[src/rtl/ramz_pingpong_ctrl.sv]
`default_nettype none
// ============================================================================
// Module   : ramz_pingpong_ctrl
// Brief    : Two-bank ping-pong sequencer for a RAMZ block buffer; raster or
//            JPEG zigzag read order over valid/ready streams.
// Revision : 1.0
// ============================================================================
module ramz_pingpong_ctrl #(
  parameter int RAMADDR_W = 6,
  parameter int RAMDATA_W = 12,
  parameter int ZIGZAG    = 0
) (
  input  logic                 clk,
  input  logic                 rst,
  input  logic                 wr_valid,
  input  logic [RAMDATA_W-1:0] wr_data,
  output logic                 wr_ready,
  output logic                 rd_valid,
  output logic [RAMDATA_W-1:0] rd_data,
  output logic                 rd_last,
  input  logic                 rd_ready,
  output logic [1:0]           bank_full,
  output logic [RAMDATA_W-1:0] ram_d,
  output logic [RAMADDR_W:0]   ram_waddr,
  output logic                 ram_we,
  output logic [RAMADDR_W:0]   ram_raddr,
  input  logic [RAMDATA_W-1:0] ram_q
);

  localparam logic [RAMADDR_W-1:0] C_LAST_IDX = {RAMADDR_W{1'b1}};

  logic [1:0]           r_full;
  logic [1:0]           w_full_nxt;
  logic                 r_wbank;
  logic                 r_ibank;
  logic                 r_obank;
  logic [RAMADDR_W-1:0] r_wr_idx;
  logic [RAMADDR_W-1:0] r_iss_idx;
  logic [RAMADDR_W-1:0] w_map;
  logic [RAMADDR_W:0]   r_cur_addr;
  logic [RAMADDR_W:0]   w_issue_addr;
  logic                 r_rd_valid;
  logic                 r_rd_last;
  logic                 w_wr_ready;
  logic                 w_wr_acc;
  logic                 w_wr_end;
  logic                 w_adv;
  logic                 w_iss_end;
  logic                 w_rd_fire;
  logic                 w_rd_end;

  // Block-index to RAM-offset mapping for the read side
  generate
    if (ZIGZAG != 0) begin : g_zigzag
      function automatic logic [5:0] zz_raster(input logic [5:0] k);
        logic [5:0] r;
        case (k)
          6'd0:  r = 6'd0;   6'd1:  r = 6'd1;   6'd2:  r = 6'd8;   6'd3:  r = 6'd16;
          6'd4:  r = 6'd9;   6'd5:  r = 6'd2;   6'd6:  r = 6'd3;   6'd7:  r = 6'd10;
          6'd8:  r = 6'd17;  6'd9:  r = 6'd24;  6'd10: r = 6'd32;  6'd11: r = 6'd25;
          6'd12: r = 6'd18;  6'd13: r = 6'd11;  6'd14: r = 6'd4;   6'd15: r = 6'd5;
          6'd16: r = 6'd12;  6'd17: r = 6'd19;  6'd18: r = 6'd26;  6'd19: r = 6'd33;
          6'd20: r = 6'd40;  6'd21: r = 6'd48;  6'd22: r = 6'd41;  6'd23: r = 6'd34;
          6'd24: r = 6'd27;  6'd25: r = 6'd20;  6'd26: r = 6'd13;  6'd27: r = 6'd6;
          6'd28: r = 6'd7;   6'd29: r = 6'd14;  6'd30: r = 6'd21;  6'd31: r = 6'd28;
          6'd32: r = 6'd35;  6'd33: r = 6'd42;  6'd34: r = 6'd49;  6'd35: r = 6'd56;
          6'd36: r = 6'd57;  6'd37: r = 6'd50;  6'd38: r = 6'd43;  6'd39: r = 6'd36;
          6'd40: r = 6'd29;  6'd41: r = 6'd22;  6'd42: r = 6'd15;  6'd43: r = 6'd23;
          6'd44: r = 6'd30;  6'd45: r = 6'd37;  6'd46: r = 6'd44;  6'd47: r = 6'd51;
          6'd48: r = 6'd58;  6'd49: r = 6'd59;  6'd50: r = 6'd52;  6'd51: r = 6'd45;
          6'd52: r = 6'd38;  6'd53: r = 6'd31;  6'd54: r = 6'd39;  6'd55: r = 6'd46;
          6'd56: r = 6'd53;  6'd57: r = 6'd60;  6'd58: r = 6'd61;  6'd59: r = 6'd54;
          6'd60: r = 6'd47;  6'd61: r = 6'd55;  6'd62: r = 6'd62;  default: r = 6'd63;
        endcase
        return r;
      endfunction
      assign w_map = RAMADDR_W'(zz_raster(6'(r_iss_idx)));
    end else begin : g_raster
      assign w_map = r_iss_idx;
    end
  endgenerate

  assign w_wr_ready   = ~r_full[r_wbank];
  assign w_wr_acc     = wr_valid & w_wr_ready;
  assign w_wr_end     = w_wr_acc & (r_wr_idx == C_LAST_IDX);
  assign w_adv        = r_full[r_ibank] & (~r_rd_valid | rd_ready);
  assign w_iss_end    = (r_iss_idx == C_LAST_IDX);
  assign w_issue_addr = {r_ibank, w_map};
  assign w_rd_fire    = r_rd_valid & rd_ready;
  assign w_rd_end     = w_rd_fire & r_rd_last;

  assign wr_ready  = w_wr_ready;
  assign ram_we    = w_wr_acc;
  assign ram_d     = wr_data;
  assign ram_waddr = {r_wbank, r_wr_idx};
  // Holding the presented address during a stall keeps ram_q stable
  assign ram_raddr = w_adv ? w_issue_addr : r_cur_addr;
  assign rd_valid  = r_rd_valid;
  assign rd_last   = r_rd_last;
  assign rd_data   = ram_q;
  assign bank_full = r_full;

  // Set and clear always target different banks, so both may apply together
  always_comb begin
    w_full_nxt = r_full;
    if (w_wr_end) begin
      w_full_nxt[r_wbank] = 1'b1;
    end
    if (w_rd_end) begin
      w_full_nxt[r_obank] = 1'b0;
    end
  end

  always_ff @(posedge clk) begin
    if (rst) begin
      r_full <= 2'b00;
    end else begin
      r_full <= w_full_nxt;
    end
  end

  always_ff @(posedge clk) begin
    if (rst) begin
      r_wbank  <= 1'b0;
      r_wr_idx <= '0;
    end else if (w_wr_acc) begin
      r_wr_idx <= r_wr_idx + 1'b1;
      if (w_wr_end) begin
        r_wbank <= ~r_wbank;
      end
    end
  end

  always_ff @(posedge clk) begin
    if (rst) begin
      r_ibank    <= 1'b0;
      r_iss_idx  <= '0;
      r_cur_addr <= '0;
      r_rd_valid <= 1'b0;
      r_rd_last  <= 1'b0;
    end else if (w_adv) begin
      r_cur_addr <= w_issue_addr;
      r_rd_valid <= 1'b1;
      r_rd_last  <= w_iss_end;
      r_iss_idx  <= r_iss_idx + 1'b1;
      if (w_iss_end) begin
        r_ibank <= ~r_ibank;
      end
    end else if (w_rd_fire) begin
      r_rd_valid <= 1'b0;
      r_rd_last  <= 1'b0;
    end
  end

  always_ff @(posedge clk) begin
    if (rst) begin
      r_obank <= 1'b0;
    end else if (w_rd_end) begin
      r_obank <= ~r_obank;
    end
  end

endmodule
`default_nettype wire
[config.mk]
export PLATFORM = sky130hd
export DESIGN_NAME = ramz_pingpong_ctrl
export DESIGN_NICKNAME = d
export VERILOG_FILES = /design/src/rtl/ramz_pingpong_ctrl.sv
export SDC_FILE = /design/constraint.sdc
export NUM_CORES = 1
export LEC_CHECK = 0
export CAP_MARGIN = 0
export CORE_MARGIN = 2
export CORE_UTILIZATION = 41
export CTS_BUF_LIST = sky130_fd_sc_hd__clkbuf_16
export CTS_CLUSTER_SIZE = 10
export DETAILED_ROUTE_END_ITERATION = 10
export GPL_ROUTABILITY_DRIVEN = 0
export HOLD_SLACK_MARGIN = 0.06
export PLACE_DENSITY_LB_ADDON = 0.08
export SYNTH_ARGS = -nofsm -noshare
export SYNTH_HDL_FRONTEND = slang
export SYNTH_SLANG_ARGS = --single-unit
[constraint.sdc]
create_clock -name clk -period 2.7 [get_ports clk]
set_input_delay 0.27 -clock clk [delete_from_list [all_inputs] [get_ports clk]]
set_output_delay 0.27 -clock clk [all_outputs]
set_load 0.01 [all_outputs]
## Word level (Yosys, flattened, before mapping)

Index checks and enable logic that the tools add are counted.

- Flip-flop bits (word level): 26
- Input port bits: 28
- Output and inout port bits: 44
- Logic and storage cells: 51

- $add $sub $neg: 2
- Magnitude comparators: 5
- Equality and inequality tests: 2
- Multiplexer cells: 14
- Bitwise logic cells: 14
- Reductions and logical operators: 5

Operator list:

| kind | count |
|---|---|
| 6-bit by 1-bit adder with 6-bit output, second input constant | 2 |
| 6-bit equality test, second input constant | 2 |
| 1-bit two-way mux | 9 |
| 7-bit two-way mux | 1 |
| 1-bit by 2-bit less-than comparator with 1-bit output, second input constant | 3 |
| 1-bit bitwise AND | 5 |
| 1-bit inverter | 5 |
| 2-bit two-way mux | 2 |
| 2-bit AND reduction | 2 |
| 2-bit bitwise AND | 1 |
| 1-bit demux with 1-bit select | 2 |
| 1-bit >= comparator, second input constant | 2 |
| 1-bit logical AND | 2 |
| 2-bit inverter | 1 |
| 2-bit OR | 1 |
| 2-bit nonzero test | 1 |
| 1-bit OR | 1 |

## Logic depth before layout (Yosys ltp)

Gate-level depths: netlist (run 1).

- Word-level depth: 8
- Gate-level depth with buffers: 5
- Mapped depth without buffers: 5

## Worst setup path before layout (run 1)

Ideal clock, no wire load.

- Path type: reg-to-output
- From: register r_wbank
- To: output ram_we
- Data arrival time: 1.246 ns
- Required time: 2.430 ns
- Setup slack: 1.184 ns
- Cell stages (with the launch flop): 4
- Buffers on the path: 0
- Cell sequence: dfxtp_1 > mux2i_1 > nand2_1 > inv_1

- Longest elaborated chain between the ends: 4

Ends and longest elaborated chain:

| element | RTL line | RTL |
|---|---|---|
| start: declaration | 34 | `logic r_wbank;` |
| start signal: assignment | 129 | `r_wbank <= ~r_wbank;` |
| 1-bit two-way mux (not written as such) (2 in series) | 83 | `assign w_wr_ready = ~r_full[r_wbank];` |
| 1-bit inverter | 83 |  |
| named net wr_ready | 17 | `output logic wr_ready,` |
| 1-bit bitwise AND | 84 | `assign w_wr_acc = wr_valid & w_wr_ready;` |
| end: declaration | 25 | `output logic ram_we,` |

The timed path passes the listed nets, and every way through them passes these cells. The select of a mux whose other input is x is not followed.

## Final worst setup path (run 1)

- From: input rd_ready
- To: output ram_raddr[0]

- Longest elaborated chain between the ends: 3

Ends and longest elaborated chain:

| element | RTL line | RTL |
|---|---|---|
| start: declaration | 21 | `input logic rd_ready,` |
| 1-bit OR | 86 | `assign w_adv = r_full[r_ibank] & (~r_rd_valid \| rd_ready);` |
| 1-bit bitwise AND | 86 |  |
| 7-bit two-way mux | -- |  |
| end: declaration | 26 | `output logic [RAMADDR_W:0] ram_raddr,` |

No other way between the ends.

==> results.yml, run 1 <==
clock_tree:
  clk_path_buf_depth: 2
  insertion_delay_ps: 250
  cts.clk_slew.worst_paths_ps: 60
  htree_num_levels: 1
  cts_tree: "yes"
  cts_root_buf: "clkbuf_16"
  clock_sinks: 26
  cts-buffers-inserted: 3
  postCtsSetupRepairBufs: 0
  cts_resized: 0
  ctsHoldBuffers: 0
sta:
  fin_ws_ps: 425
  max_freq_mhz: 440
  slew_violations: 0
  hold_viol_final: 0
  finalCritPeriodShare_pct: 84.3
  rsz0062_at_grt: "false"
  relSlewSlack_pct: 67.4
  finalCriticalPeriod_ps: 2270
  setup_tns_ps: 0
  timing.hold.ws_ps: 479
  finClkSkew_ps: 2.40
  setup_viol: 0
  tightest_slew_ps: 487
finish:
  drive_gt1_share_pct: 11.3
  fillCellCount: 312
  syn2layout_area_growth_pct: 13.4
  antennaDiodeCount: 0
  nets: 173
  finish.utilization_pct: 48.9
die:
  coreArea_mm2: 0.00305
  rows: 20
  start_util_pct: 43.1
  die_area_mm2: 0.00368
  die_h_um: 60.7
  io_pins: 72
  die_w_um: 60.7
grt:
  grt_max_degree: 15
  grt_pass1_vias: 828
  grt_pass1_wl_mm: 3.79
  track_usage_pct: 13.5
  overflow: 0
  grt_antenna_before_repair: 0
synth:
  synth_compound_area_share_pct: 4.37
  synth_simple_gate_area_share_pct: 20.5
  synth.area.top_cells: "dfxtp_1 (40%), buf_4 (14%), mux2_2 (6.0%), xor2_1 (5.3%), nor2_1 (4.3%)"
  synth_top_family_by_area: "simple AND/OR/NAND/NOR gates"
  syn_area_mm2: 0.00132
  synth_adder_area_share_pct: 1.90
  syn_avg_cell_area_um2: 9.34
  synth_area_leader_cell: "dfxtp_1"
  muxShareOfSynthArea_pct: 9.70
  synth_fp_nets: 171
  ys_types: 28
  seq_area_frac_synth_pct: 39.5
  ys_ff_latch: 26
  synthXorXnorAreaFrac_pct: 7.98
  yosys_warnings: 0
  yosys.area.top_type_share_pct: 39.5
  syn_inst: 141
drt:
  num_vias: 917
  drc_errors: 0
  drtIter0Drc: 13
  ant_nets: 0
  via_per_inst: 4.96
  drt-total-wl_mm: 2.35
  detail_route.wl_per_cell_um: 12.7
  first_pass_iters: 4
power:
  peakVddDrop_mv: 0.318
  cellLeakagePower_nw: 0.589
  total_power_mw: 0.737
  power_density_mw_per_mm2: 494
worst_setup_path:
  criticalPathCategory: "in2out"
  critPathLaunchType: "input pin"
  cp.arrival_ps: 2000
  critPathMaxFanout: 9
  endpoint_kind: "output port"
  cp.required_ps: 2430
place:
  dp_hpwl_mm: 1.77
  dpl_worst_slack_ps: 420
  io_buffers: 23
run:
  max-cap-violations: 0
min_path:
  hold_class: "reg2reg"
outcome:
  outcome: "finished, final reports clean"
## kinds of logic (layout without fill, tap and decap cells)
group | Yosys count | count (layout)
xor+xnor | 12 | 12
buf+inv | 31 | 31
simple gates | 49 | 49
flops | 26 | 26
compound gates | 10 | 10
fa+ha+maj | 2 | 2
mux | 11 | 11
## cells in the final DEF, fill, tap and decap left out, types with 2 or more instances in the layout
master / Yosys / final
a211oi_1: 2 / 2
a21oi_1: 5 / 5
a31oi_1: 2 / 2
and2b_1: 6 / 6
and3_1: 6 / 6
buf_4: 25 / 2
clkbuf_16: 0 / 3
clkdlybuf4s50_1: 0 / 23
dfxtp_1: 26 / 26
ha_1: 2 / 2
inv_1: 3 / 3
mux2_2: 7 / 7
mux2i_1: 2 / 2
nand2_1: 5 / 5
nand3_1: 7 / 7
nor2_1: 15 / 15
nor2b_1: 2 / 2
nor4b_1: 2 / 2
xnor2_1: 4 / 4
xor2_1: 8 / 8
## stage by stage
step | cell area, µm² | cells
after floorplan | 1320 | 141
after detailed placement | 1420 | 182
after global placement | 1420 | 182
final | 1490 | 185
after global routing | 1490 | 185
after CTS | 1490 | 185
## registers in the layout, indices dropped and copies added (netlist names)
register and flops:
r_wbank 1, bank_full 2, r_ibank 1, rd_valid 1, r_iss_idx 6, r_wr_idx 6
rd_last 1, r_obank 1, r_cur_addr 7
## synthesized netlist by cell type
| cell type | instances |
|---|---|
| inv_1 | 3 |
| nand3_1 | 7 |
| a211oi_1 | 2 |
| xnor2_1 | 4 |
| mux2i_1 | 2 |
| clkbuf_1 | 3 |
| a21oi_1 | 5 |
| buf_4 | 25 |
| and2b_1 | 6 |
| ha_1 | 2 |
| xor2_1 | 8 |
| nor3_1 | 1 |
| and3_1 | 6 |
| nand4_2 | 1 |
| nand2_1 | 5 |
| dfxtp_1 | 26 |
| mux2i_2 | 1 |
| o21ai_0 | 1 |
| and2_1 | 1 |
| a31oi_1 | 2 |
| nor2_4 | 1 |
| mux2_4 | 1 |
| nand4_1 | 1 |
| nor4b_1 | 2 |
| mux2_2 | 7 |
| nor2_1 | 15 |
| nor2b_1 | 2 |
| nand2b_1 | 1 |
## path summary, 6_finish.rpt
kind	depth (start not counted)	startpoint	slack, ps	endpoint
min	2	rd_last	480	rd_last
max	5	rd_ready	430	ram_raddr[0]
min reg2reg	2	rd_last	480	rd_last
max reg2reg	4	r_ibank	1180	r_cur_addr[5]
## where the power goes
group	leakage (nW)	internal (mW)	switching (mW)	total, mW
clock	0.0370	0.196	0.121	0.317
combinational	0.342	0.0156	0.0145	0.0302
sequential	0.210	0.387	0.00337	0.390
## layout make-up
class / count / area [µm²] / area share (%)
multi-input combinational: 84 / 586 / 39.2
sequential: 26 / 520 / 34.9
timing repair buffer: 25 / 245 / 16.4
clock buffer: 3 / 75.1 / 5.03
tap: 44 / 55.1 / 3.69
inverter: 3 / 11.3 / 0.754
## worst max-delay path, cell delays in order
cell             delay [ps]
clkdlybuf4s50_1         490
nor2b_1                 100
nor2_4                  290
mux2_2                  380
clkdlybuf4s50_1         480
## per-layer routing
| layer | vias up | share of wire, % | track usage (%) |
|---|---|---|---|
| li1 | 446 | - | - |
| met1 | 420 | 42 | 17.7 |
| met2 | 37 | 45 | 20.4 |
| met3 | 14 | 9.6 | 4.69 |
| met4 | 0 | 2.9 | 5.59 |
| met5 | - | 0 | 0 |
No activity file was read; power rests on OpenSTA's default activity.
==> inputs of run 2 (changes only) <==
Settings changed: CORE_UTILIZATION 41 to 35.
Clock period 2.7 ns to 1.9 ns, I/O delays scaled along.
==> results.yml, run 2 (synthesis results as in run 1) <==
outcome:
  outcome: "finished, final reports clean"
finish:
  finalInstanceArea_mm2: 0.00165
  drive_gt1_share_pct: 25.8
  mostFrequentLayoutCell: "dfxtp_1"
  fillCellCount: 384
  top_regs: "r_cur_addr (7), r_iss_idx (6), r_wr_idx (6)"
  nets: 191
  finish.utilization_pct: 45.5
  syn2layout_area_growth_pct: 25.7
  antennaDiodeCount: 0
  layout_common_cells: "dfxtp_1 (24), buf_4 (18), nor2_1 (15)"
  max_flop_register: "r_cur_addr"
  largest_register_ffs: 7
drt:
  via_per_inst: 4.67
  ant_nets: 0
  detail_route.wl_per_cell_um: 12.9
  drtIter0Drc: 37
  num_vias: 967
  drc_errors: 0
  first_pass_iters: 3
  drt-total-wl_mm: 2.66
clock_tree:
  cts.clk_slew.worst_paths_ps: 60
  ctsHoldBuffers: 0
  insertion_delay_ps: 260
  cts_tree: "yes"
  clock_sinks: 26
  htree_num_levels: 1
  clk_path_buf_depth: 2
  cts-buffers-inserted: 3
  cts_root_buf: "clkbuf_16"
worst_setup_path:
  critPathMaxFanout: 5
  crit_slowest_cell: "dfxtp_2"
  critPathLaunchType: "flop"
  endpoint_kind: "output port"
  path_cells: "mux2i_4, nor2_4, buf_12, mux2_2, dlygate4sd2_1"
  max_stage_delay_ps: 340
  criticalPathCategory: "reg2out"
  cp.arrival_ps: 1640
  cp.required_ps: 1710
die:
  coreArea_mm2: 0.00363
  rows: 22
  io_pins: 72
  die_area_mm2: 0.00427
  die_h_um: 65.3
  start_util_pct: 36.2
  die_w_um: 65.3
sta:
  finalCriticalPeriod_ps: 1830
  hold_viol_final: 0
  finClkSkew_ps: 2.42
  max_freq_mhz: 547
  finalCritPeriodShare_pct: 96.2
  rsz0062_at_grt: "false"
  tightest_slew_ps: 411
  slew_violations: 0
  relSlewSlack_pct: 72.5
  setup_viol: 0
  setup_tns_ps: 0
grt:
  overflow: 0
  grt_pass1_wl_mm: 4.44
  grt_pass1_vias: 935
  grt_antenna_before_repair: 0
  track_usage_pct: 13.8
  grt_max_degree: 14
run:
  max-cap-violations: 0
power:
  power_density_mw_per_mm2: 637
  cellLeakagePower_nw: 0.716
  peakVddDrop_mv: 0.257
place:
  placed_area_mm2: 0.00149
  dp_hpwl_mm: 1.88
  io_buffers: 23
min_path:
  hold_class: "in2out"
==> run 2: area by class of cell <==
cell class,instances,area (µm²),area share [%]
timing repair buffer,43,384,23.2
clock buffer,3,75.1,4.54
multi-input combinational,84,601,36.3
inverter,3,11.3,0.681
sequential,26,523,31.6
tap,48,60.1,3.63
==> run 2: repair_timing <==
action                                  in CTS  in global routing
endpoints found under the setup margin       7                  4
pin swaps                                    1                  1
gates resized for setup                     26                  3
buffers inserted                             9                  1
==> run 2: final timing paths <==
kind	to	cells past startpoint	from	slack, ps
setup / recovery	ram_raddr[4]	5	r_ibank	70
hold / removal	ram_d[10]	0	wr_data[10]	380
setup reg to reg	r_ibank	7	r_ibank	310
hold reg to reg	rd_last	2	rd_last	480
==> run 2: through the flow <==
step | setup slack, ps | std cells | power (mW) | hold WS (ps)
floorplan | 435 | 141 | 0.638 | 350
global placement | -168 | 195 | 0.614 | 380
detailed placement | -156 | 195 | 0.613 | 380
CTS | -1.76 | 207 | 1.07 | 380
global route | 10.5 | 207 | 1.10 | 380
finish | 72.7 | 207 | 1.05 | 380
==> run 2: power breakdown <==
part	total, mW	internal, mW	leakage [nW]	switching (mW)
clock	0.454	0.279	0.0370	0.175
combinational	0.0455	0.0237	0.469	0.0218
sequential	0.554	0.549	0.211	0.00430
total	1.05	0.852	0.716	0.201
==> run 2: layer usage <==
metal | share of wire (%) | GRT usage (%)
met1 | 45 | 16.9
met2 | 45 | 20.2
met3 | 7.1 | 4.97
met4 | 3.5 | 9.11
met5 | 0 | 0
==> run 2: worst max-delay path, delay by kind of cell, from the launching register on <==
kind                   cells  cell delay [ps]
muxes                      2              530
buffers and inverters      2              400
and+or+nand+nor            1              120
DFF                        1              340
==> inputs of run 3 (changes only) <==
Settings changed: GPL_TIMING_DRIVEN from default to 0, HOLD_SLACK_MARGIN 0.06 to 0.05.
==> results.yml, run 3 (synthesis results as in run 1) <==
finish:
  max_flop_register: "r_cur_addr"
  mostFrequentLayoutCell: "clkdlybuf4s50_1"
  instances_no_fill: 246
  drive_gt1_share_pct: 27.8
  largest_register_ffs: 7
  antennaDiodeCount: 0
  syn2layout_area_growth_pct: 54.3
  top_regs: "r_cur_addr (7), r_iss_idx (6), r_wr_idx (6)"
  finish.utilization_pct: 55.9
  layout_common_cells: "clkdlybuf4s50_1 (38), buf_4 (30), dfxtp_1 (21)"
  nets: 229
sta:
  finClkSkew_ps: 6.15
  max_freq_mhz: 547
  rsz0062_at_grt: "false"
  slew_violations: 0
  relSlewSlack_pct: 68.8
  finalCriticalPeriod_ps: 1830
  hold_viol_final: 0
  setup_tns_ps: 0
  tightest_slew_ps: 467
  finalCritPeriodShare_pct: 96.3
  setup_viol: 0
grt:
  grt_pass1_wl_mm: 4.43
  grt_max_degree: 15
  track_usage_pct: 13.0
  grt_pass1_vias: 1016
  overflow: 0
  grt_antenna_before_repair: 0
run:
  max-cap-violations: 0
clock_tree:
  cts.clk_slew.worst_paths_ps: 70
  clock_sinks: 26
  htree_num_levels: 1
  ctsHoldBuffers: 0
  insertion_delay_ps: 260
  cts-buffers-inserted: 3
  clk_path_buf_depth: 2
  cts_root_buf: "clkbuf_16"
  cts_tree: "yes"
die:
  die_h_um: 65.3
  coreArea_mm2: 0.00363
  rows: 22
  die_w_um: 65.3
  die_area_mm2: 0.00427
  io_pins: 72
  start_util_pct: 36.2
power:
  power_density_mw_per_mm2: 569
  total_power_mw: 1.16
  peakVddDrop_mv: 0.373
  cellLeakagePower_nw: 0.867
worst_setup_path:
  critPathLaunchType: "flop"
  crit_end: "ram_raddr[1]"
  cp.arrival_ps: 1640
  cp.required_ps: 1710
  worstRegToRegCells: 6
  critPathMaxFanout: 5
  rr_startpoint: "r_ibank"
  r2r_setup_slack_ps: 420
  cp-startpoint: "r_ibank"
  endpoint_kind: "output port"
  r2r-end: "r_ibank"
  criticalPathCategory: "reg2out"
place:
  place_inst: 235
  dp_hpwl_mm: 2.17
  io_buffers: 46
outcome:
  outcome: "finished, final reports clean"
drt:
  drt-total-wl_mm: 2.84
  drtIter0Drc: 22
  ant_nets: 0
  num_vias: 1112
  via_per_inst: 4.52
  drc_errors: 0
  detail_route.wl_per_cell_um: 11.5
  first_pass_iters: 4
min_path:
  hold_class: "in2reg"
run 3: changes by cell type in the layout (fill, tap and decap cells not counted), sizes merged:
| cell | delta |
|---|---|
| buf | +8 |
| clkinv | +1 |
| clkdlybuf4s15 | +6 |
| clkbuf | +3 |
| dlygate4sd2 | -3 |
| clkdlybuf4s50 | +24 |
run 3: critical path, cell delays in order (launching register included):
cell and delay [ps]:
dfxtp_4 370, mux2i_4 200, nor2_4 110, buf_6 130
mux2_2 340, clkdlybuf4s15_1 230
run 3: through the flow:
stage	area [µm²]	setup slack (ps)	hold slack, ps
after floorplan	1320	435	350
after global placement	1840	-235	469
after detailed placement	1840	-233	474
after CTS	1990	0.0610	367
after global routing	2030	19.4	403
final	2030	70.2	347
run 3: worst min path at each step:
| stage | start | end | slack (ps) | cells past startpoint |
|---|---|---|---|---|
| 3_5_place_dp | rd_last | rd_last | 470 | 2 |
| 2_1_floorplan | wr_valid | r_wr_idx[1] | 350 | 2 |
| 3_3_place_gp | r_obank | bank_full[0] | 470 | 2 |
| 4_1_cts | rst | r_cur_addr[5] | 370 | 2 |
| 5_1_grt | rst | r_cur_addr[2] | 400 | 2 |
| 6_report | rst | r_cur_addr[3] | 350 | 2 |
run 3: per-layer routing:
metal / part of all wire [%] / vias to the layer above / global-route usage [%]
met4: 0.60 / 0 / 3.91
met5: 0 / - / 0
met3: 5.6 / 2 / 2.40
met1: 44 / 512 / 15.5
li1: - / 559 / -
met2: 50 / 39 / 23.7
run 3: area by class of cell:
cell class | instances | area (µm²)
fillers | 357 | 1600
multi-input cells | 84 | 624
flip-flops and latches | 26 | 532
repair buffers | 53 | 526
plain buffers | 28 | 199
clock buffers | 3 | 75.1
well taps | 48 | 60.1
inverters | 3 | 11.3
clock inverters | 1 | 3.75
run 3: repair_timing:
item / CTS / global route
buffers inserted: 4 / 3
endpoints found under the hold margin: 0 / 0
pin swaps: 1 / 1
setup endpoints to repair: 9 / 8
cloned: 0 / 0
resized for setup: 26 / 7
run 3: power by group:
group	internal [mW]	switching [mW]	total (mW)
registers	0.546	0.00459	0.551
logic	0.0944	0.0507	0.145
clock network	0.281	0.179	0.460
total	0.922	0.234	1.16
